[src/rtl/regular_ctrl_if.sv]
`default_nettype none
// ============================================================================
//  Module   : regular_ctrl_if
//  Purpose  : Bundles the upstream pixel handshake, the regular-coder core
//             drive and the frame status signals of regular_ctrl.
//  Ports    : (interface signals)
//             i_start, i_vl, i_last, i_x[7:0], i_px[7:0], i_s, i_qh[4:0]
//                                      - upstream frame/pixel stream
//             o_rdy                    - upstream ready
//             c_rstn, c_vl, c_x[7:0], c_px[7:0], c_s, c_qh[4:0]
//                                      - core context-init and pixel drive
//             o_busy, o_done           - frame status
//             o_pixcnt[23:0]           - only with REGULAR_CTRL_PIXCNT_EN
//  Modports : master (upstream / environment side), slave (regular_ctrl)
//  Config   : REGULAR_CTRL_PIXCNT_EN adds o_pixcnt
//  Revision : 1.0 - initial release
// ============================================================================
interface regular_ctrl_if;
  logic        i_start;
  logic        i_vl;
  logic        i_last;
  logic [7:0]  i_x;
  logic [7:0]  i_px;
  logic        i_s;
  logic [4:0]  i_qh;
  logic        o_rdy;
  logic        c_rstn;
  logic        c_vl;
  logic [7:0]  c_x;
  logic [7:0]  c_px;
  logic        c_s;
  logic [4:0]  c_qh;
  logic        o_busy;
  logic        o_done;
`ifdef REGULAR_CTRL_PIXCNT_EN
  logic [23:0] o_pixcnt;
`endif

  modport master (
`ifdef REGULAR_CTRL_PIXCNT_EN
    input  o_pixcnt,
`endif
    output i_start, i_vl, i_last, i_x, i_px, i_s, i_qh,
    input  o_rdy, c_rstn, c_vl, c_x, c_px, c_s, c_qh, o_busy, o_done
  );

  modport slave (
`ifdef REGULAR_CTRL_PIXCNT_EN
    output o_pixcnt,
`endif
    input  i_start, i_vl, i_last, i_x, i_px, i_s, i_qh,
    output o_rdy, c_rstn, c_vl, c_x, c_px, c_s, c_qh, o_busy, o_done
  );
endinterface
`default_nettype wire

[src/rtl/regular_ctrl.sv]
`default_nettype none
// ============================================================================
//  Module   : regular_ctrl
//  Purpose  : Frame sequencer for the JPEG-LS regular-mode coder. Holds the
//             core in context-init for INIT_LEN cycles per frame, gates the
//             pixel stream into the core, then waits DRAIN_LEN cycles after
//             the last pixel before pulsing o_done.
//  Params   : INIT_LEN  (28..63) cycles c_rstn is held low per frame
//             DRAIN_LEN (1..63)  cycles from last core input to o_done
//  Ports    : clk    - clock, rising edge
//             rst    - asynchronous active-high reset
//             bus    - regular_ctrl_if.slave (handshake, core drive, status)
//  Config   : REGULAR_CTRL_PIXCNT_EN enables the saturating 24-bit per-frame
//             accepted-pixel counter on bus.o_pixcnt
//  Revision : 1.0 - initial release
// ============================================================================
module regular_ctrl #(
  parameter int INIT_LEN  = 36,
  parameter int DRAIN_LEN = 12
) (
  input  wire logic     clk,
  input  wire logic     rst,
  regular_ctrl_if.slave bus
);

  localparam logic [1:0] C_IDLE  = 2'd0;
  localparam logic [1:0] C_INIT  = 2'd1;
  localparam logic [1:0] C_RUN   = 2'd2;
  localparam logic [1:0] C_DRAIN = 2'd3;

  localparam logic [5:0] C_INIT_LOAD  = 6'(INIT_LEN - 1);
  localparam logic [5:0] C_DRAIN_LOAD = 6'(DRAIN_LEN - 1);

  logic [1:0] r_state;
  logic [1:0] w_next_state;
  logic [5:0] r_cnt;
  logic       w_cnt_zero;
  logic       w_accept;
  logic       w_start;

  assign w_cnt_zero = (r_cnt == 6'd0);
  assign w_accept   = bus.i_vl & bus.o_rdy;
  // A start is only honoured from IDLE; anywhere else it is dropped.
  assign w_start    = bus.i_start & (r_state == C_IDLE);

  // --------------------------------------------------------------------------
  // State register
  // --------------------------------------------------------------------------
  always_ff @(posedge clk or posedge rst) begin
    if (rst) begin
      r_state <= C_IDLE;
    end else begin
      r_state <= w_next_state;
    end
  end

  // --------------------------------------------------------------------------
  // Next-state logic
  // --------------------------------------------------------------------------
  always_comb begin
    w_next_state = r_state;
    case (r_state)
      C_IDLE:  if (bus.i_start)               w_next_state = C_INIT;
      C_INIT:  if (w_cnt_zero)                w_next_state = C_RUN;
      C_RUN:   if (w_accept && bus.i_last)    w_next_state = C_DRAIN;
      C_DRAIN: if (w_cnt_zero)                w_next_state = C_IDLE;
      default:                                w_next_state = C_IDLE;
    endcase
  end

  // --------------------------------------------------------------------------
  // State-decoded outputs
  // --------------------------------------------------------------------------
  always_comb begin
    bus.o_rdy  = (r_state == C_RUN);
    bus.o_busy = (r_state != C_IDLE);
  end

  // --------------------------------------------------------------------------
  // Shared INIT/DRAIN down-counter. It parks at 0 in IDLE and RUN; the
  // transition into INIT or DRAIN always reloads it.
  // --------------------------------------------------------------------------
  always_ff @(posedge clk or posedge rst) begin
    if (rst) begin
      r_cnt <= 6'd0;
    end else begin
      case (r_state)
        C_IDLE:  if (bus.i_start)            r_cnt <= C_INIT_LOAD;
        C_RUN:   if (w_accept && bus.i_last) r_cnt <= C_DRAIN_LOAD;
        default: if (!w_cnt_zero)            r_cnt <= r_cnt - 6'd1;
      endcase
    end
  end

  // --------------------------------------------------------------------------
  // Registered core control and frame-complete pulse. c_rstn follows the
  // next state so it is low for exactly the cycles spent in INIT, and reset
  // leaves it low so the core also sweeps its contexts during rst.
  // --------------------------------------------------------------------------
  always_ff @(posedge clk or posedge rst) begin
    if (rst) begin
      bus.c_rstn <= 1'b0;
      bus.o_done <= 1'b0;
    end else begin
      bus.c_rstn <= (w_next_state != C_INIT);
      bus.o_done <= (r_state == C_DRAIN) && w_cnt_zero;
    end
  end

  // --------------------------------------------------------------------------
  // Core pixel register: data only updates on accept, so it holds while
  // c_vl is low.
  // --------------------------------------------------------------------------
  always_ff @(posedge clk or posedge rst) begin
    if (rst) begin
      bus.c_vl <= 1'b0;
      bus.c_x  <= 8'd0;
      bus.c_px <= 8'd0;
      bus.c_s  <= 1'b0;
      bus.c_qh <= 5'd0;
    end else begin
      bus.c_vl <= w_accept;
      if (w_accept) begin
        bus.c_x  <= bus.i_x;
        bus.c_px <= bus.i_px;
        bus.c_s  <= bus.i_s;
        bus.c_qh <= bus.i_qh;
      end
    end
  end

`ifdef REGULAR_CTRL_PIXCNT_EN
  // --------------------------------------------------------------------------
  // Per-frame accepted-pixel count; cleared at an honoured start, saturating,
  // and held through DRAIN/IDLE so it can be read after o_done.
  // --------------------------------------------------------------------------
  always_ff @(posedge clk or posedge rst) begin
    if (rst) begin
      bus.o_pixcnt <= 24'd0;
    end else if (w_start) begin
      bus.o_pixcnt <= 24'd0;
    end else if (w_accept && (bus.o_pixcnt != 24'hFFFFFF)) begin
      bus.o_pixcnt <= bus.o_pixcnt + 24'd1;
    end
  end
`else
  // Without the pixel counter the honoured-start decode has no consumer.
  logic w_start_unused;
  assign w_start_unused = w_start;
`endif

endmodule
`default_nettype wire

[src/flat_wrapper.sv]
// flat-port wrapper written by rule: the top's interface ports become plain ports
module regular_ctrl_flat 
#(
  parameter int INIT_LEN  = 36,
  parameter int DRAIN_LEN = 12
)
  (clk, rst, bus_i_start, bus_i_vl, bus_i_last, bus_i_x, bus_i_px, bus_i_s, bus_i_qh, bus_o_rdy, bus_c_rstn, bus_c_vl, bus_c_x, bus_c_px, bus_c_s, bus_c_qh, bus_o_busy, bus_o_done);
  regular_ctrl_if bus_i ();
  input  wire logic clk;
  input  wire logic rst;
  input wire logic [$bits(bus_i.i_start)-1:0] bus_i_start;
  input wire logic [$bits(bus_i.i_vl)-1:0] bus_i_vl;
  input wire logic [$bits(bus_i.i_last)-1:0] bus_i_last;
  input wire logic [$bits(bus_i.i_x)-1:0] bus_i_x;
  input wire logic [$bits(bus_i.i_px)-1:0] bus_i_px;
  input wire logic [$bits(bus_i.i_s)-1:0] bus_i_s;
  input wire logic [$bits(bus_i.i_qh)-1:0] bus_i_qh;
  output wire logic [$bits(bus_i.o_rdy)-1:0] bus_o_rdy;
  output wire logic [$bits(bus_i.c_rstn)-1:0] bus_c_rstn;
  output wire logic [$bits(bus_i.c_vl)-1:0] bus_c_vl;
  output wire logic [$bits(bus_i.c_x)-1:0] bus_c_x;
  output wire logic [$bits(bus_i.c_px)-1:0] bus_c_px;
  output wire logic [$bits(bus_i.c_s)-1:0] bus_c_s;
  output wire logic [$bits(bus_i.c_qh)-1:0] bus_c_qh;
  output wire logic [$bits(bus_i.o_busy)-1:0] bus_o_busy;
  output wire logic [$bits(bus_i.o_done)-1:0] bus_o_done;
  assign bus_i.i_start = bus_i_start;
  assign bus_i.i_vl = bus_i_vl;
  assign bus_i.i_last = bus_i_last;
  assign bus_i.i_x = bus_i_x;
  assign bus_i.i_px = bus_i_px;
  assign bus_i.i_s = bus_i_s;
  assign bus_i.i_qh = bus_i_qh;
  assign bus_o_rdy = bus_i.o_rdy;
  assign bus_c_rstn = bus_i.c_rstn;
  assign bus_c_vl = bus_i.c_vl;
  assign bus_c_x = bus_i.c_x;
  assign bus_c_px = bus_i.c_px;
  assign bus_c_s = bus_i.c_s;
  assign bus_c_qh = bus_i.c_qh;
  assign bus_o_busy = bus_i.o_busy;
  assign bus_o_done = bus_i.o_done;
  regular_ctrl #(.INIT_LEN(INIT_LEN), .DRAIN_LEN(DRAIN_LEN)) u_core (.clk(clk), .rst(rst), .bus(bus_i));
endmodule
[config.mk]
export PLATFORM = sky130hd
export DESIGN_NAME = regular_ctrl_flat
export DESIGN_NICKNAME = d
export VERILOG_FILES = /design/src/rtl/regular_ctrl_if.sv /design/src/rtl/regular_ctrl.sv /design/src/flat_wrapper.sv
export SDC_FILE = /design/constraint.sdc
export NUM_CORES = 1
export LEC_CHECK = 0
export CAP_MARGIN = 20
export CELL_PAD_IN_SITES_DETAIL_PLACEMENT = 0
export CELL_PAD_IN_SITES_GLOBAL_PLACEMENT = 1
export CORE_MARGIN = 2
export CORE_UTILIZATION = 36
export DETAILED_ROUTE_END_ITERATION = 8
export GPL_ROUTABILITY_DRIVEN = 1
export HOLD_SLACK_MARGIN = 0.03
export PLACE_DENSITY_LB_ADDON = 0.1
export SLEW_MARGIN = 20
export SYNTH_ARGS = -nofsm -noshare
export SYNTH_HDL_FRONTEND = slang
export SYNTH_SLANG_ARGS = --single-unit
[constraint.sdc]
create_clock -name clk -period 4.8 [get_ports clk]
set_clock_uncertainty 0.1 [all_clocks]
set_input_delay 0.72 -clock clk [delete_from_list [all_inputs] [get_ports clk]]
set_output_delay 0.72 -clock clk [all_outputs]
set_load 0.02 [all_outputs]
* Word level (Yosys, flattened, before mapping) *
Index checks and enable logic that the tools add are counted.

storage, ports and cells
  flip-flop bits (word level) = 33
  bits in latches = 0
  memory bits (writable) = 0
  bits in read-only memories = 0
  input bits = 27
  output and inout bits = 27
  logic and storage cells = 33
  memories = 0

operators by class
  add/subtract/negate cells = 1
  multipliers = 0
  div/mod/pow operators = 0
  $lt $le $gt $ge = 0
  eq/ne operators = 7
  shifts and indexed selects = 0
  muxes and demuxes = 9
  bitwise gates (word level) = 1
  reductions and logical operators = 6

operator list
  kind                                                 count
  2-to-1 mux 6 bit                                     3
  case mux 6 bit (2 select lines)                      1
  2-to-1 mux 2 bit                                     4
  case mux 2 bit (4 select lines)                      1
  logical NOT 6 bit                                    1
  subtractor 6 x 1 -> 6 bit, second input constant     1
  equality test 2 bit, second input constant           2
  != test 2 bit, second input constant                 2
  != test 3 x 2 -> 1 bit, second input constant        1
  AND reduction 3 bit                                  1
  equality test 2 x 1 -> 1 bit, second input constant  1
  logical AND 1 bit                                    2
  logical NOT 2 bit                                    1
  != test 2 x 1 -> 1 bit, second input constant        1
  nonzero test 2 bit                                   1
  bitwise AND 1 bit                                    1

* Logic depth before layout (Yosys ltp) *
  depth in word-level cells = 6
  mapped depth = 7
  gate-level depth less buffers = 7

* Worst setup path before layout *
Ideal clock, no wire load.

  path kind = reg2out
  start = register u_core.r_state[0]
  end = output port bus_o_busy
  arrival = 0.950 ns
  path slack = 3.030 ns
  stages on the path, launching flop included = 3
  buffers on the path = 1
  cell sequence = dfrtp_1 > clkbuf_1 > or2_2

between the ends
  word-level cells in the longest chain between the ends = 1

RTL lines
  what                      RTL line            source
  start: declaration        regular_ctrl.sv:34  logic [1:0] r_state;
  start signal: assignment  regular_ctrl.sv:53  r_state <= w_next_state;
  nonzero test 2 bit        regular_ctrl.sv:76  bus.o_busy = (r_state != C_IDLE);
  end: declaration          flat_wrapper.sv:25  output wire logic [$bits(bus_i.o_busy)-1:0] bus_o_busy;

Every way passes these cells.

* Worst setup path after layout *
  start = register u_core.r_state[0]
  end = output port bus_o_rdy

between the ends
  word-level cells in the longest chain between the ends = 1

RTL lines
  what                 RTL line            source
  equality test 2 bit  regular_ctrl.sv:75  bus.o_rdy = (r_state == C_RUN);
  end: declaration     flat_wrapper.sv:18  output wire logic [$bits(bus_i.o_rdy)-1:0] bus_o_rdy;

Every way passes these cells.

==> metrics.txt <==
Critical Path End Type=primary output; H-tree lvl count=2; kind of critical path=reg -> out; first drt pass iteration count=4; CP Data Arrival Time=1840 ps; Num CTS Buffers=5; routability cong.=a little under 0.8; maxcap violations=0; LEAKAGE=~0.00094 uW; Slew Limit Fails=0; highest-delay cell along the critical path=clkdlybuf4s50_1; initial antenna violation count=0; Detail Route Antenna Nets=0; Root Driver=clkbuf_8; Yosys top cell by area=dfrtp_1; Slew Limit Headroom=64.0%; R2R Path End=u_core.bus.c_px[4]$_DFFE_PP0N_; Tcrit/Tclk final=between 50% and 60%; Yosys cell types=29; DR vias/cell=approximately 4.7; Die Y=66.0 um; CP max FO=13; Finish-stage setup viols=0; Starting Density=approximately 38%; vias post-DR=around 1000; Synth Net Count=about 130; RSZ-0062 raised after global routing=no; DIE AREA=4360 um2; Ports=54; CP Cell Sequence=nor2_1 -> clkdlybuf4s50_1; path depth of the worst reg2reg path=3; Syn Area/Cell=13.6 um2; status=finished, final reports clean; Slew @ Worst Pin=approximately 540 ps; final wirelength=between 2000 and 3000 um; Post-CTS Setup Inserts=0; Seq/Total Area, Yosys=about 60%; pwr/cell area=567 nW/um2; fmax=about 0.38 GHz; setup TNS=0 ps; worst slack, placed=2470 ps; core box area=around 3700 um2; Hold-fix buffers, CTS=0; total track usage=about 14%; Synth area leaders=dfrtp_1, mux2_2, o21ai_0; # port buffers=53; CTS tree=built; Yosys warnings=0; critical path's largest stage delay=about 670 ps; CP Buf/Inv Count=1; flops & latches, synth=33; Hold Crit Endpoint=u_core.bus.c_px[4]$_DFFE_PP0N_; Hold Path Class=reg -> reg; delay-heaviest family, CP=buffers and inverters; ANT cells=0; final setup margin=2140 ps; clock sinks=33; Final Critical Period=between 2000 and 3000 ps; nets@finish=between 150 and 200; Hold Violations, Final=0; Worst IR Drop VDD=~340 uV; row count=22; synthesized area=about 1400 um2; DP Wirelength=a little under 2000 um; routed len/inst=12.9 um; Overflow after GRT=0; Clock Path Buffers=2; largest net degree at the start of global routing=34; cell count after synthesis=roughly 100; Design Power=approximately 1200 uW; clock slew at reported path FFs=about 60 ps; fraction of layout cells with a size suffix above 1=21.7%; post-cts sizing count=0; startpoint of the worst-slack reg-to-reg timing path=u_core.r_state[0]$_DFF_PP0_; cell count of the worst hold path=1; CP required=approximately 4000 ps; hold_sp=u_core.bus.c_px[4]$_DFFE_PP0N_; vias in the first global route=920; initial DRC count=13; Chip Width=66.0 um; global-route wire length before repair=approximately 4300 um; Worst Setup Start Kind=register; area delta synth->final=49.7%; Clock Latency Late Sink=280 ps; flop2flop setup slack=~2900 ps; share of the synthesized area in the top cell type=around three fifths; DR DRC count=0
[power breakdown]
part           internal (uW)  switching, uW
clock                    169           92.1
combinational            253            217
sequential               376           68.8
[registers in the layout (all words and copies together), names as in the netlist]
name and count:
u_core.bus.c_px 8, u_core.bus.c_qh 5, u_core.bus.c_rstn 1, u_core.bus.c_s 1, u_core.bus.c_vl 1, u_core.bus.c_x 8, u_core.bus.o_done 1, u_core.r_cnt 6
u_core.r_state 2
[cell type report]
class | count | area (um2)
timing repair buffer | 54 | 538
clock buffer | 7 | 86.3
fill | 318 | 1620
sequential | 33 | 826
inverter | 6 | 22.5
clock inverter | 1 | 30.0
multi-input combinational | 60 | 510
tap | 48 | 60.1
[worst max path at each step]
stage | startpoint | endpoint | slack [ps] | depth (start not counted)
global placement | u_core.r_state[0]$_DFF_PP0_ | bus_o_rdy | 2510 | 2
floorplan | u_core.r_state[0]$_DFF_PP0_ | bus_o_busy | 3030 | 2
detailed placement | u_core.r_state[0]$_DFF_PP0_ | bus_o_rdy | 2470 | 2
CTS | u_core.r_state[0]$_DFF_PP0_ | bus_o_rdy | 2150 | 2
finish | u_core.r_state[0]$_DFF_PP0_ | bus_o_rdy | 2140 | 2
global route | u_core.r_state[0]$_DFF_PP0_ | bus_o_rdy | 2060 | 2
[stage by stage]
stage | cell area [um2] | instances | util (%) | hold WS (ps)
after floorplan | 1390 | 102 | - | 396
after global placement | 1960 | 201 | 53.1 | 373
after detailed placement | 1960 | 201 | 53.1 | 393
after CTS | 2070 | 209 | 56.2 | 408
after global routing | 2070 | 209 | 56.2 | 419
final | 2070 | 209 | 56.2 | 400
[cell usage in the layout, fill, tap and decap left out, types with 2 or more instances in the layout]
master	synthesis	routed
a21boi_0	2	2
clkbuf_8	0	6
clkdlybuf4s50_1	0	53
dfrtp_1	33	33
ha_1	2	2
inv_1	5	5
mux2_2	21	21
nand2_1	3	3
nand2b_1	2	2
nor2_1	4	4
nor2b_1	2	2
o21ai_0	7	7
or2_2	2	2
[cells in the mapped netlist (all sizes together)]
cell    number
a21boi       2
a21oi        1
a22oi        1
a31oi        1
a41oi        1
and3         1
buf          2
clkbuf       1
dfrtp       33
ha           2
inv          6
mux2        22
nand2        4
nand2b       2
nand3        1
nor2         4
nor2b        2
nor3         1
nor4         1
o21ai        7
o22a         1
o31a         1
o32ai        1
or2          2
or4b         1
xnor2        1
[per-layer routing]
metal,global-route usage (%),share of wire (%),vias to the layer above
li1,-,-,469
met1,17.3,43,465
met2,19.3,45,39
met3,8.18,10,6
met4,4.59,1.6,0
met5,0,0,-
[cell families (layout without fill, tap and decap cells)]
logic type                 count (synthesis)  in the layout  synth area share [%]
xor gates and xnor gates                   1              1                 0.632
AOI/OAI and AO/OA                         16             16                  8.85
and+or+nand+nor                           19             19                  7.68
buffers and inverters                      9             68                  3.52
DFF                                       33             33                  59.6
adders and majority gates                  2              2                  1.81
muxes                                     22             22                  17.9
Power figures use the tool's default switching activity.
